**config.mk**
```make
export PLATFORM = sky130hd
export DESIGN_NAME = axi_decerr_responder
export DESIGN_NICKNAME = d
export VERILOG_FILES = /design/src/rtl/axi_decerr_responder.sv
export SDC_FILE = /design/constraint.sdc
export NUM_CORES = 1
export LEC_CHECK = 0
export ABC_AREA = 1
export BUFFER_PORTS_ARGS = -buffer_cell sky130_fd_sc_hd__buf_2
export CAP_MARGIN = 30
export CORE_UTILIZATION = 25
export CTS_BUF_LIST = sky130_fd_sc_hd__clkbuf_8
export DETAILED_ROUTE_END_ITERATION = 16
export GPL_TIMING_DRIVEN = 1
export SYNTH_ARGS = -nofsm -noshare
export SYNTH_HDL_FRONTEND = slang
export SYNTH_SLANG_ARGS = --single-unit
```
**constraint.sdc**
```tcl
create_clock -name clk_i -period 3.67 [get_ports clk_i]
set_clock_uncertainty 0.2 [all_clocks]
set_input_delay 0.734 -clock clk_i [delete_from_list [all_inputs] [get_ports clk_i]]
set_output_delay 0.734 -clock clk_i [all_outputs]
set_load 0.1 [all_outputs]
```
**src/rtl/axi_decerr_responder.sv**
```systemverilog
// Default AXI4 slave: completes every unmapped request with DECERR.
// Handles one outstanding write and one outstanding read on independent
// paths, and keeps a saturating handshake counter plus the last faulting
// address for debug.
//
// Handshake rule on every channel: a transfer happens on the rising clock
// edge where valid and ready are both high. Once this block raises b_valid_o
// or r_valid_o, it keeps it high with a constant payload until the matching
// ready is seen.
module axi_decerr_responder #(
  parameter int IdWidth   = 6,
  parameter int AddrWidth = 64,
  parameter int DataWidth = 64,
  parameter logic [DataWidth-1:0] RespData = 64'hBADC_AB1E_DEAD_BEEF,
  parameter int CntWidth  = 16
) (
  input  logic                 clk_i,
  input  logic                 rst_i,
  input  logic [IdWidth-1:0]   aw_id_i,
  input  logic [AddrWidth-1:0] aw_addr_i,
  input  logic                 aw_valid_i,
  output logic                 aw_ready_o,
  input  logic                 w_last_i,
  input  logic                 w_valid_i,
  output logic                 w_ready_o,
  output logic [IdWidth-1:0]   b_id_o,
  output logic [1:0]           b_resp_o,
  output logic                 b_valid_o,
  input  logic                 b_ready_i,
  input  logic [IdWidth-1:0]   ar_id_i,
  input  logic [AddrWidth-1:0] ar_addr_i,
  input  logic [7:0]           ar_len_i,
  input  logic                 ar_valid_i,
  output logic                 ar_ready_o,
  output logic [IdWidth-1:0]   r_id_o,
  output logic [DataWidth-1:0] r_data_o,
  output logic [1:0]           r_resp_o,
  output logic                 r_last_o,
  output logic                 r_valid_o,
  input  logic                 r_ready_i,
  output logic [CntWidth-1:0]  err_cnt_o,
  output logic [AddrWidth-1:0] last_err_addr_o
);

  typedef enum logic [1:0] {W_IDLE, W_DATA, W_RESP} w_state_e;
  typedef enum logic       {R_IDLE, R_DATA}         r_state_e;

  w_state_e w_state_q, w_state_d;
  r_state_e r_state_q, r_state_d;

  logic [IdWidth-1:0]   w_id_q;
  logic [IdWidth-1:0]   r_id_q;
  logic [7:0]           r_cnt_q;
  logic [CntWidth-1:0]  err_cnt_q;
  logic [AddrWidth-1:0] last_addr_q;

  logic                 aw_hs;
  logic                 ar_hs;
  logic [1:0]           hs_inc;
  logic [CntWidth:0]    cnt_sum;
  logic [CntWidth-1:0]  cnt_next;

  // Write FSM state register.
  always_ff @(posedge clk_i or posedge rst_i) begin
    if (rst_i) w_state_q <= W_IDLE;
    else       w_state_q <= w_state_d;
  end

  // Write FSM next state and channel handshake outputs.
  always_comb begin
    w_state_d  = w_state_q;
    aw_ready_o = 1'b0;
    w_ready_o  = 1'b0;
    b_valid_o  = 1'b0;
    unique case (w_state_q)
      W_IDLE: begin
        aw_ready_o = 1'b1;
        if (aw_valid_i) w_state_d = W_DATA;
      end
      W_DATA: begin
        // Burst length is not tracked; w_last_i alone closes the burst.
        w_ready_o = 1'b1;
        if (w_valid_i && w_last_i) w_state_d = W_RESP;
      end
      W_RESP: begin
        b_valid_o = 1'b1;
        if (b_ready_i) w_state_d = W_IDLE;
      end
      default: w_state_d = W_IDLE;
    endcase
  end

  // Read FSM state register.
  always_ff @(posedge clk_i or posedge rst_i) begin
    if (rst_i) r_state_q <= R_IDLE;
    else       r_state_q <= r_state_d;
  end

  // Read FSM next state and channel handshake outputs.
  always_comb begin
    r_state_d  = r_state_q;
    ar_ready_o = 1'b0;
    r_valid_o  = 1'b0;
    unique case (r_state_q)
      R_IDLE: begin
        ar_ready_o = 1'b1;
        if (ar_valid_i) r_state_d = R_DATA;
      end
      R_DATA: begin
        r_valid_o = 1'b1;
        if (r_ready_i && (r_cnt_q == 8'd0)) r_state_d = R_IDLE;
      end
      default: r_state_d = R_IDLE;
    endcase
  end

  assign aw_hs = aw_valid_i && aw_ready_o;
  assign ar_hs = ar_valid_i && ar_ready_o;

  // Capture the write ID on AW acceptance; held through the B response.
  always_ff @(posedge clk_i or posedge rst_i) begin
    if (rst_i)      w_id_q <= '0;
    else if (aw_hs) w_id_q <= aw_id_i;
  end

  // Capture read ID and remaining-beat count; count down on each accepted beat.
  // An 8-bit count loaded with 255 yields 256 beats without wrapping.
  always_ff @(posedge clk_i or posedge rst_i) begin
    if (rst_i) begin
      r_id_q  <= '0;
      r_cnt_q <= 8'd0;
    end else if (ar_hs) begin
      r_id_q  <= ar_id_i;
      r_cnt_q <= ar_len_i;
    end else if (r_valid_o && r_ready_i && (r_cnt_q != 8'd0)) begin
      r_cnt_q <= r_cnt_q - 8'd1;
    end
  end

  // Saturating add of 0, 1 or 2 handshakes this cycle.
  always_comb begin
    hs_inc   = {1'b0, aw_hs} + {1'b0, ar_hs};
    cnt_sum  = {1'b0, err_cnt_q} + {{(CntWidth-1){1'b0}}, hs_inc};
    cnt_next = cnt_sum[CntWidth] ? {CntWidth{1'b1}} : cnt_sum[CntWidth-1:0];
  end

  // Debug status: error count and last faulting address (AR wins a tie).
  always_ff @(posedge clk_i or posedge rst_i) begin
    if (rst_i) begin
      err_cnt_q   <= '0;
      last_addr_q <= '0;
    end else begin
      err_cnt_q <= cnt_next;
      if (ar_hs)      last_addr_q <= ar_addr_i;
      else if (aw_hs) last_addr_q <= aw_addr_i;
    end
  end

  assign b_id_o          = w_id_q;
  assign b_resp_o        = 2'b11;
  assign r_id_o          = r_id_q;
  assign r_resp_o        = 2'b11;
  assign r_data_o        = r_valid_o ? RespData : '0;
  assign r_last_o        = r_valid_o && (r_cnt_q == 8'd0);
  assign err_cnt_o       = err_cnt_q;
  assign last_err_addr_o = last_addr_q;

endmodule

```
**Yosys cells after proc, flatten, opt, wreduce, memory -nomap -nowiden**

Cells that the tools add are included.

- Muxes and demuxes: 18
- Bitwise gates (word level): 1
- $add $sub $neg: 3
- Reductions and logical operators: 13
- Equal/unequal tests: 5

Operators by type and width:

| operator | number |
|---|---|
| $mux W64 | 3 |
| $add A16 B2 Y17 | 1 |
| $mux W16 | 1 |
| $mux W8 | 2 |
| $logic_not A8 Y1 | 1 |
| $reduce_bool A8 Y1 | 1 |
| $sub A8 B1 Y8 const B | 1 |
| $logic_and A1 B1 Y1 | 7 |
| $mux W1 | 7 |
| $mux W2 | 3 |
| $ne A2 B2 Y1 const B | 3 |
| $pmux W2 S3 | 1 |
| $reduce_bool A2 Y1 | 2 |
| $reduce_and A3 Y1 | 1 |
| $add A1 B1 Y2 | 1 |
| $eq A2 B1 Y1 const B | 1 |
| $eq A2 B2 Y1 const B | 1 |
| $logic_not A2 Y1 | 1 |
| $pmux W1 S2 | 1 |
| $not A1 Y1 | 1 |

- Output and inout port bits: 166
- Word-level logic and storage cells: 47
- Bits of input ports: 156
- Register bits: 103

**Depth between registers and ports, before layout**

Gate-level depths: netlist of the first run.

- Word-level depth: 6
- Gate-level depth with buffers: 14
- Mapped depth without buffers: 13

**Worst setup path before layout of the first run**

No wires, ideal clock.

- Path type: register to output
- Start point: register r_state_q
- End point: output r_last_o
- Stages on the path, launching flop included: 3
- Buffers on the path: 0
- Data arrival time: 3.747 ns
- Setup slack: -1.011 ns
- Data required time: 2.736 ns
- Path through: dfrtp_1 inv_2 nor2_1

- Word-level cells in the longest chain between the ends: 2

RTL lines:

| item | RTL line | text |
|---|---|---|
| start: declaration | 49 | `r_state_e r_state_q, r_state_d;` |
| start signal: assignment | 96 | `else r_state_q <= r_state_d;` |
| $mux W1 | 104 | `unique case (r_state_q)` |
| $logic_and A1 B1 Y1 | 164 | `assign r_last_o = r_valid_o && (r_cnt_q == 8'd0);` |
| end: declaration | 38 | `output logic r_last_o,` |

Every way passes these cells.

**Worst setup path in the final report of the first run**

- Start point: register r_cnt_q[0]
- End point: output r_last_o

- Word-level cells in the longest chain between the ends: 2

RTL lines:

| item | RTL line | text |
|---|---|---|
| start: declaration | 53 | `logic [7:0] r_cnt_q;` |
| start signal: assignment | 134 | `r_cnt_q <= ar_len_i;` |
| start signal: assignment | 136 | `r_cnt_q <= r_cnt_q - 8'd1;` |
| $logic_not A8 Y1 | 164 |  |
| $logic_and A1 B1 Y1 | 164 |  |

Every way passes these cells.

==> impl_metrics.yaml, run 1 <==
cells_and_area:
  fillers: 2368
  finalInstanceArea_sq_um: 6980
  antenna_cells: 0
  instances_no_fill: 1203
  nets: 1078
  area_delta_synth_final_pct: 26.3
  drive_above_1_share_pct: 37.2
global_route:
  overflow: 0
  grt_max_degree: 79
  grt_pass1_vias: 4561
  antenna_found_initial: 0
  track_usage_pct: 13.2
  grt_pass1_wl_microns: 23200
yosys:
  synth_edf_count: 0
  synth_flop_cell: "dfrtp_1"
  ys_async_sr_fraction_pct: 100
  synth_area_leader_cell: "dfrtp_1"
  avgSynthCellArea_sq_um: 8.09
  synthesis.area_sq_um: 5520
  synth_area_leaders: "dfrtp_1 47%, nand2_1 14%, buf_4 9.6%"
  yosysWarnings: 0
  ys_ff_latch: 103
  ys_types: 29
  synth_top_area_share_pct: 46.7
  syn_inst: 683
  ys_seq_area_share_pct: 46.7
timing:
  rsz0062_at_grt: "no"
  timing.final.crit_share_pct: 77.2
  tightest_slew_ns: 0.854
  worst_slack_ns: 0.836
  slew_viol_final: 0
  setup_viol: 0
  min_period_ns: 2.83
  max-slew-margin-rel_pct: 43.1
  hold_violations: 0
  max_freq_mhz: 353
route:
  drtAntennaViolNets: 0
  num_vias: 5111
  avgRoutedWirePerCell_microns: 12.7
  drtPass1Iterations: 4
  drc: 0
  drt-initial-drc-count: 145
  drt-vias-per-instance: 4.25
  routed_wl_microns: 15200
clock_tree:
  cts_sinks: 103
  clock_latency_ns: 0.38
  htree_num_levels: 3
  cts_made_buffers: 9
  postCtsSetupBuffers: 0
  cts_buffer_depth: 2
  path_clk_slew_ns: 0.13
  cts_hold_buf: 0
  clock-root-buffer: "clkbuf_8"
  cts_tree: "done"
  ctsResizeCount: 0
critical_path:
  path_max_fanout: 3
  cp_data_arrival_time_ns: 1.90
  worst-setup-path-type: "flop to primary output"
  worstPathRequired_ns: 2.74
  regToRegStartpoint: "r_state_q$_DFF_PP0_"
  crit_path_end_kind: "primary output"
  crit_path_start_kind: "flop"
  cp-startpoint: "r_cnt_q[0]$_DFFE_PP0P_"
place:
  dpl.hpwl_microns: 11000
  io_buffers: 296
  place_congestion: 0.841
  dpl_cell_area_sq_um: 6810
  place_inst: 1187
  dp_slack_ns: 0.781
job:
  maxCapViolCount: 0
min_path:
  hp-class: "input port to asynchronous set/reset pin"
floorplan:
  pin_count: 322
  rows: 54
  fp.dieArea_sq_um: 22700
  fp.dieH_microns: 151
  core-area_sq_um: 21800
  die_x_microns: 151
  floorplan.initialDensity_pct: 25.4
status:
  status: "finished clean"
cell type report:
| cell class | count | area, sq um | area share (%) |
|---|---|---|---|
| clock inverter | 7 | 48.8 | 0.699 |
| tap | 280 | 350 | 5.02 |
| multi-input combinational | 465 | 2170 | 31.2 |
| timing repair buffer | 301 | 1560 | 22.3 |
| clock buffer | 9 | 124 | 1.78 |
| sequential | 103 | 2580 | 37.0 |
| inverter | 38 | 145 | 2.08 |
worst max-delay path, cell delays in order (launching register included):
cell and delay [ns]:
dfrtp_1 0.41, inv_1 0.13, ha_1 0.19, nand2_1 0.09, inv_1 0.08, nand2_1 0.10, nor2_2 0.09, buf_2 0.43
metal layers:
metal / up-vias / GRT usage, % / share of wire [%]
li1: 2569 / - / -
met1: 2326 / 16.3 / 43
met2: 209 / 22.6 / 48
met3: 7 / 3.15 / 7.6
met4: 0 / 4.35 / 0.88
met5: - / 0 / 0
cells by family after synthesis:
kind of cell	count (synthesis)	synth area share, %
adder cells (fa/ha/maj)	4	1.04
AO/OA/AOI/OAI	79	9.06
multiplexers	6	1.22
AND/OR/NAND/NOR	347	25.6
flip-flops	103	46.7
buffers and inverters	138	15.7
XOR/XNOR	4	0.634
other	2	0.136
state kept, by name, indices dropped and copies added (netlist names):
name / flops
last_err_addr_o: 64
w_state_q: 2
r_cnt_q: 8
b_id_o: 6
r_state_q: 1
r_id_o: 6
err_cnt_o: 16
synth_stat cells (all sizes together) (2+ instances only):
cell type	instances
buf	96
xor2	3
a31oi	65
nor2	90
dfrtp	103
or2	2
nand3	29
inv	38
ha	3
conb	2
mux2	6
nor3	7
o21ai	12
clkbuf	4
nand2	212
nand4	7
per-stage QoR:
stage	TNS, ns	hold slack [ns]	utilization [%]
2_1_floorplan	-0.203	0.335	-
3_3_place_gp	0	0.257	31.3
3_5_place_dp	0	0.264	31.3
4_1_cts	0	0.254	32.1
5_1_grt	0	0.299	32.1
6_report	0	0.259	32.1
cell usage in the layout (no fill, tap or decap), drive strengths merged:
cell type    n
o22ai        1
a21oi        1
inv         42
clkinvlp     2
buf        301
xnor2        1
a31oi       65
ha           3
clkbuf       9
o21ai       12
dfrtp      103
nor3         7
nand3       29
nor2        90
nand2      212
nand4        7
or2          2
fa           1
mux2         6
conb        25
xor2         3
clkinv       1
final timing paths:
path / endpoint / slack, ns / depth (start not counted)
max: r_last_o / 0.84 / 7
min: last_err_addr_o[16]$_DFFE_PP0P_ / 0.26 / 2
max reg2reg: r_cnt_q[2]$_DFFE_PP0P_ / 0.86 / 6
min reg2reg: r_id_o[1]$_DFFE_PP0P_ / 0.28 / 2
max in group asynchronous: last_err_addr_o[53]$_DFFE_PP0P_ / 2.27 / 3
min in group clk_i: r_id_o[1]$_DFFE_PP0P_ / 0.28 / 2
Power of run 1 is left out: the tool's default activity adds up to more than one toggle a clock period on the data nets, which glitch-free logic cannot reach.
==> run 2: changes to the inputs <==
- clock period: 3.67 -> 2.55 ns (I/O delays scaled with it)
==> impl_metrics.yaml, run 2 (same netlist as run 1, synthesis figures left out) <==
timing:
  max_freq_mhz: 419
  rsz0062_at_grt: "no"
  min_period_ns: 2.38
  hold_violations: 0
  setup_tns_ns: 0
  timing.final.crit_share_pct: 93.5
  setup_viol: 0
  slew_viol_final: 0
  tightest_slew_ns: 0.588
  max-slew-margin-rel_pct: 60.8
global_route:
  overflow: 0
  grt_max_degree: 104
  grt_pass1_vias: 4535
  grt_pass1_wl_microns: 23400
  track_usage_pct: 13.5
  antenna_found_initial: 0
clock_tree:
  path_clk_slew_ns: 0.12
  clock_latency_ns: 0.38
  htree_num_levels: 3
  postCtsSetupBuffers: 0
  cts_tree: "done"
  cts_made_buffers: 9
  cts_sinks: 103
  cts_buffer_depth: 2
  clock-root-buffer: "clkbuf_8"
cells_and_area:
  nets: 1080
  layout_commonest_cell: "buf_2"
  antenna_cells: 0
  mostFrequentLayoutCells: "295 x buf_2, 207 x nand2_1, 102 x dfrtp_1"
  drive_above_1_share_pct: 37.9
  fillers: 2371
  area_delta_synth_final_pct: 28.5
  largest_reg_flops: 64
  instances_no_fill: 1205
status:
  status: "finished clean"
route:
  drc: 0
  avgRoutedWirePerCell_microns: 12.9
  drtAntennaViolNets: 0
  wl_met2_microns: 7640
  met1_length_microns: 6420
  routed_wl_microns: 15500
  drt-initial-drc-count: 165
  drtPass1Iterations: 4
  num_vias: 5157
  dr.max_layer_used: "met4"
  drt-vias-per-instance: 4.28
  met3_length_microns: 1270
place:
  dpl.hpwl_microns: 11400
  place_inst: 1189
  place_congestion: 0.778
  io_buffers: 296
critical_path:
  crit_path_start_kind: "flop"
  cp_data_arrival_time_ns: 1.67
  path_max_fanout: 3
  crit_path_end_kind: "primary output"
  worstPathRequired_ns: 1.84
  worst-setup-path-type: "flop to primary output"
floorplan:
  fp.dieArea_sq_um: 22700
  pin_count: 322
  floorplan.initialDensity_pct: 25.4
  rows: 54
  die_x_microns: 151
  fp.dieH_microns: 151
  core-area_sq_um: 21800
job:
  maxCapViolCount: 0
min_path:
  hp-class: "input port to asynchronous set/reset pin"
-- run 2: final timing paths --
check / from / end / slack, ns / cells after the start
worst max-delay path: r_cnt_q[0]$_DFFE_PP0P_ / r_last_o / 0.17 / 7
worst min-delay path: rst_i / last_err_addr_o[14]$_DFFE_PP0P_ / 0.07 / 3
worst max register to register: w_state_q[0]$_DFFE_PP0P_ / err_cnt_o[14]$_DFF_PP0_ / 0.30 / 10
worst min register to register: r_id_o[3]$_DFFE_PP0P_ / r_id_o[3]$_DFFE_PP0P_ / 0.28 / 2
max in group asynchronous: rst_i / last_err_addr_o[55]$_DFFE_PP0P_ / 1.61 / 3
min in group clk_i: ar_id_i[5] / r_id_o[5]$_DFFE_PP0P_ / 0.13 / 3
-- run 2: layout make-up --
class                   instances  area [sq um]  share of cell area [%]
repair buffers                303          1600                    22.6
clock buffers                   9           124                    1.74
clock inverters                 7          77.6                    1.09
well taps                     280           350                    4.93
flip-flops and latches        103          2580                    36.3
inverters                      38           154                    2.17
multi-input cells             465          2210                    31.2
-- run 2: critical path, stage by stage (launching register included) --
cell and delay (ns):
dfrtp_1 0.41, inv_1 0.12, ha_1 0.17, nand2_1 0.08
inv_1 0.08, nand2_1 0.09, nor2_2 0.11, buf_6 0.23
-- run 2: metal layers --
layer	up-vias	GRT usage [%]
li1	2579	-
met1	2339	16.1
met2	225	23.2
met3	14	3.73
met4	0	4.65
met5	-	0
-- run 2: timing repair --
| item | 4_1_cts | 5_1_grt |
|---|---|---|
| gates resized for setup | 1 | 1 |
| hold buffers | 0 | 0 |
| setup endpoints to repair | 1 | 1 |
| cloned | 0 | 0 |
-- run 2: through the flow --
stage / utilization, % / instance area [sq um] / hold WS (ns) / worst slack [ns]
after floorplan: - / 5670 / 0.335 / -0.346
after global routing: 32.6 / 7100 / 0.0930 / 0.0176
after CTS: 32.6 / 7100 / 0.0864 / 0.0760
after detailed placement: 31.7 / 6890 / 0.263 / 0.235
after global placement: 31.7 / 6890 / 0.260 / 0.244
final: 32.6 / 7100 / 0.0709 / 0.166
Power of run 2 is left out for the same reason.
==> run 3: changes to the inputs <==
- CORE_MARGIN: default -> 10
==> impl_metrics.yaml, run 3 (same netlist as run 1, synthesis figures left out) <==
place:
  io_buffers: 296
  dp_slack_ns: 0.162
  dpl.hpwl_microns: 14400
  place_congestion: 0.848
  place_inst: 1192
critical_path:
  reg2reg_to: "err_cnt_o[14]$_DFF_PP0_"
  crit_path_end_kind: "primary output"
  regToRegStartpoint: "w_state_q[0]$_DFFE_PP0P_"
  worstPathRequired_ns: 1.84
  path_max_fanout: 3
  crit_path_start_kind: "flop"
  cp_data_arrival_time_ns: 1.65
  r2r_slack_ns: 0.32
  worst-setup-path-type: "flop to primary output"
  rr_worst_depth: 10
timing:
  setup_viol: 0
  tightest_slew_ns: 0.615
  min_period_ns: 2.36
  rsz0062_at_grt: "no"
  max_freq_mhz: 424
  slew_viol_final: 0
  worst_slack_ns: 0.193
  timing.final.crit_share_pct: 92.5
  hold_violations: 0
  max-slew-margin-rel_pct: 59.0
clock_tree:
  path_clk_slew_ns: 0.12
  clock-root-buffer: "clkbuf_8"
  cts_made_buffers: 9
  htree_num_levels: 3
  clock_latency_ns: 0.37
  cts_tree: "done"
  cts_buffer_depth: 2
  cts_sinks: 103
  postCtsSetupBuffers: 0
floorplan:
  pin_count: 322
  die_x_microns: 169
  core-area_sq_um: 21800
  fp.dieH_microns: 169
  fp.dieArea_sq_um: 28400
  floorplan.initialDensity_pct: 25.4
  rows: 54
route:
  drtPass1Iterations: 5
  drc: 0
  drtAntennaViolNets: 0
  avgRoutedWirePerCell_microns: 15.2
  drt-initial-drc-count: 189
  drt-vias-per-instance: 4.29
  num_vias: 5180
  routed_wl_microns: 18300
cells_and_area:
  drive_above_1_share_pct: 38.0
  layout_commonest_cell: "buf_2"
  area_delta_synth_final_pct: 28.5
  nets: 1083
  instances_no_fill: 1208
  mostFrequentLayoutCells: "295 x buf_2, 207 x nand2_1, 102 x dfrtp_1"
  antenna_cells: 0
  final_core_util_pct: 32.6
  largest_reg_flops: 64
status:
  status: "finished clean"
global_route:
  grt_pass1_wl_microns: 29000
  grt_pass1_vias: 5418
  overflow: 0
  antenna_found_initial: 1
  track_usage_pct: 12.5
  grt_max_degree: 104
job:
  maxCapViolCount: 0
min_path:
  hp-class: "input port to asynchronous set/reset pin"
## run 3: worst max-delay path by stage
stage | start | end | slack (ns) | depth (start not counted)
finish | r_cnt_q[0]$_DFFE_PP0P_ | r_last_o | 0.19 | 7
global route | r_cnt_q[0]$_DFFE_PP0P_ | r_last_o | 0.01 | 7
CTS | r_cnt_q[0]$_DFFE_PP0P_ | r_last_o | 0.1 | 7
detailed placement | ar_valid_i | err_cnt_o[14]$_DFF_PP0_ | 0.16 | 10
global placement | ar_valid_i | err_cnt_o[14]$_DFF_PP0_ | 0.24 | 10
floorplan | r_state_q$_DFF_PP0_ | err_cnt_o[15]$_DFF_PP0_ | -0.35 | 13
## run 3: cell type report
type	instances	area, sq um
Fill cell	2340	14700
Multi-Input combinational cell	465	2210
Inverter	38	154
Sequential cell	103	2580
Timing Repair Buffer	306	1610
Clock buffer	10	138
Tap cell	280	350
Clock inverter	6	50.0
## run 3: what timing repair did
item	CTS	global route
hold buffers	0	0
resized for setup	1	1
endpoints found under the setup margin	1	1
## run 3: critical path, stage by stage (launching register included)
cell and delay, ns:
dfrtp_1 0.41, inv_1 0.12, ha_1 0.16, nand2_1 0.08
inv_1 0.08, nand2_1 0.09, nor2_2 0.11, buf_6 0.23
## run 3: metal layers
metal,GRT usage [%],share of wire [%]
met1,13.8,40
met5,0,0
met2,20.5,47
met4,2.69,0.68
met3,6.97,13
## run 3: through the flow
stage	TNS (ns)	hold WS, ns	area, sq um
finish	0	0.0733	7100
global placement	0	0.256	6900
floorplan	-5.18	0.335	5670
detailed placement	0	0.259	6900
global route	0	0.114	7100
CTS	0	0.0963	7090
Power of run 3 is left out for the same reason.
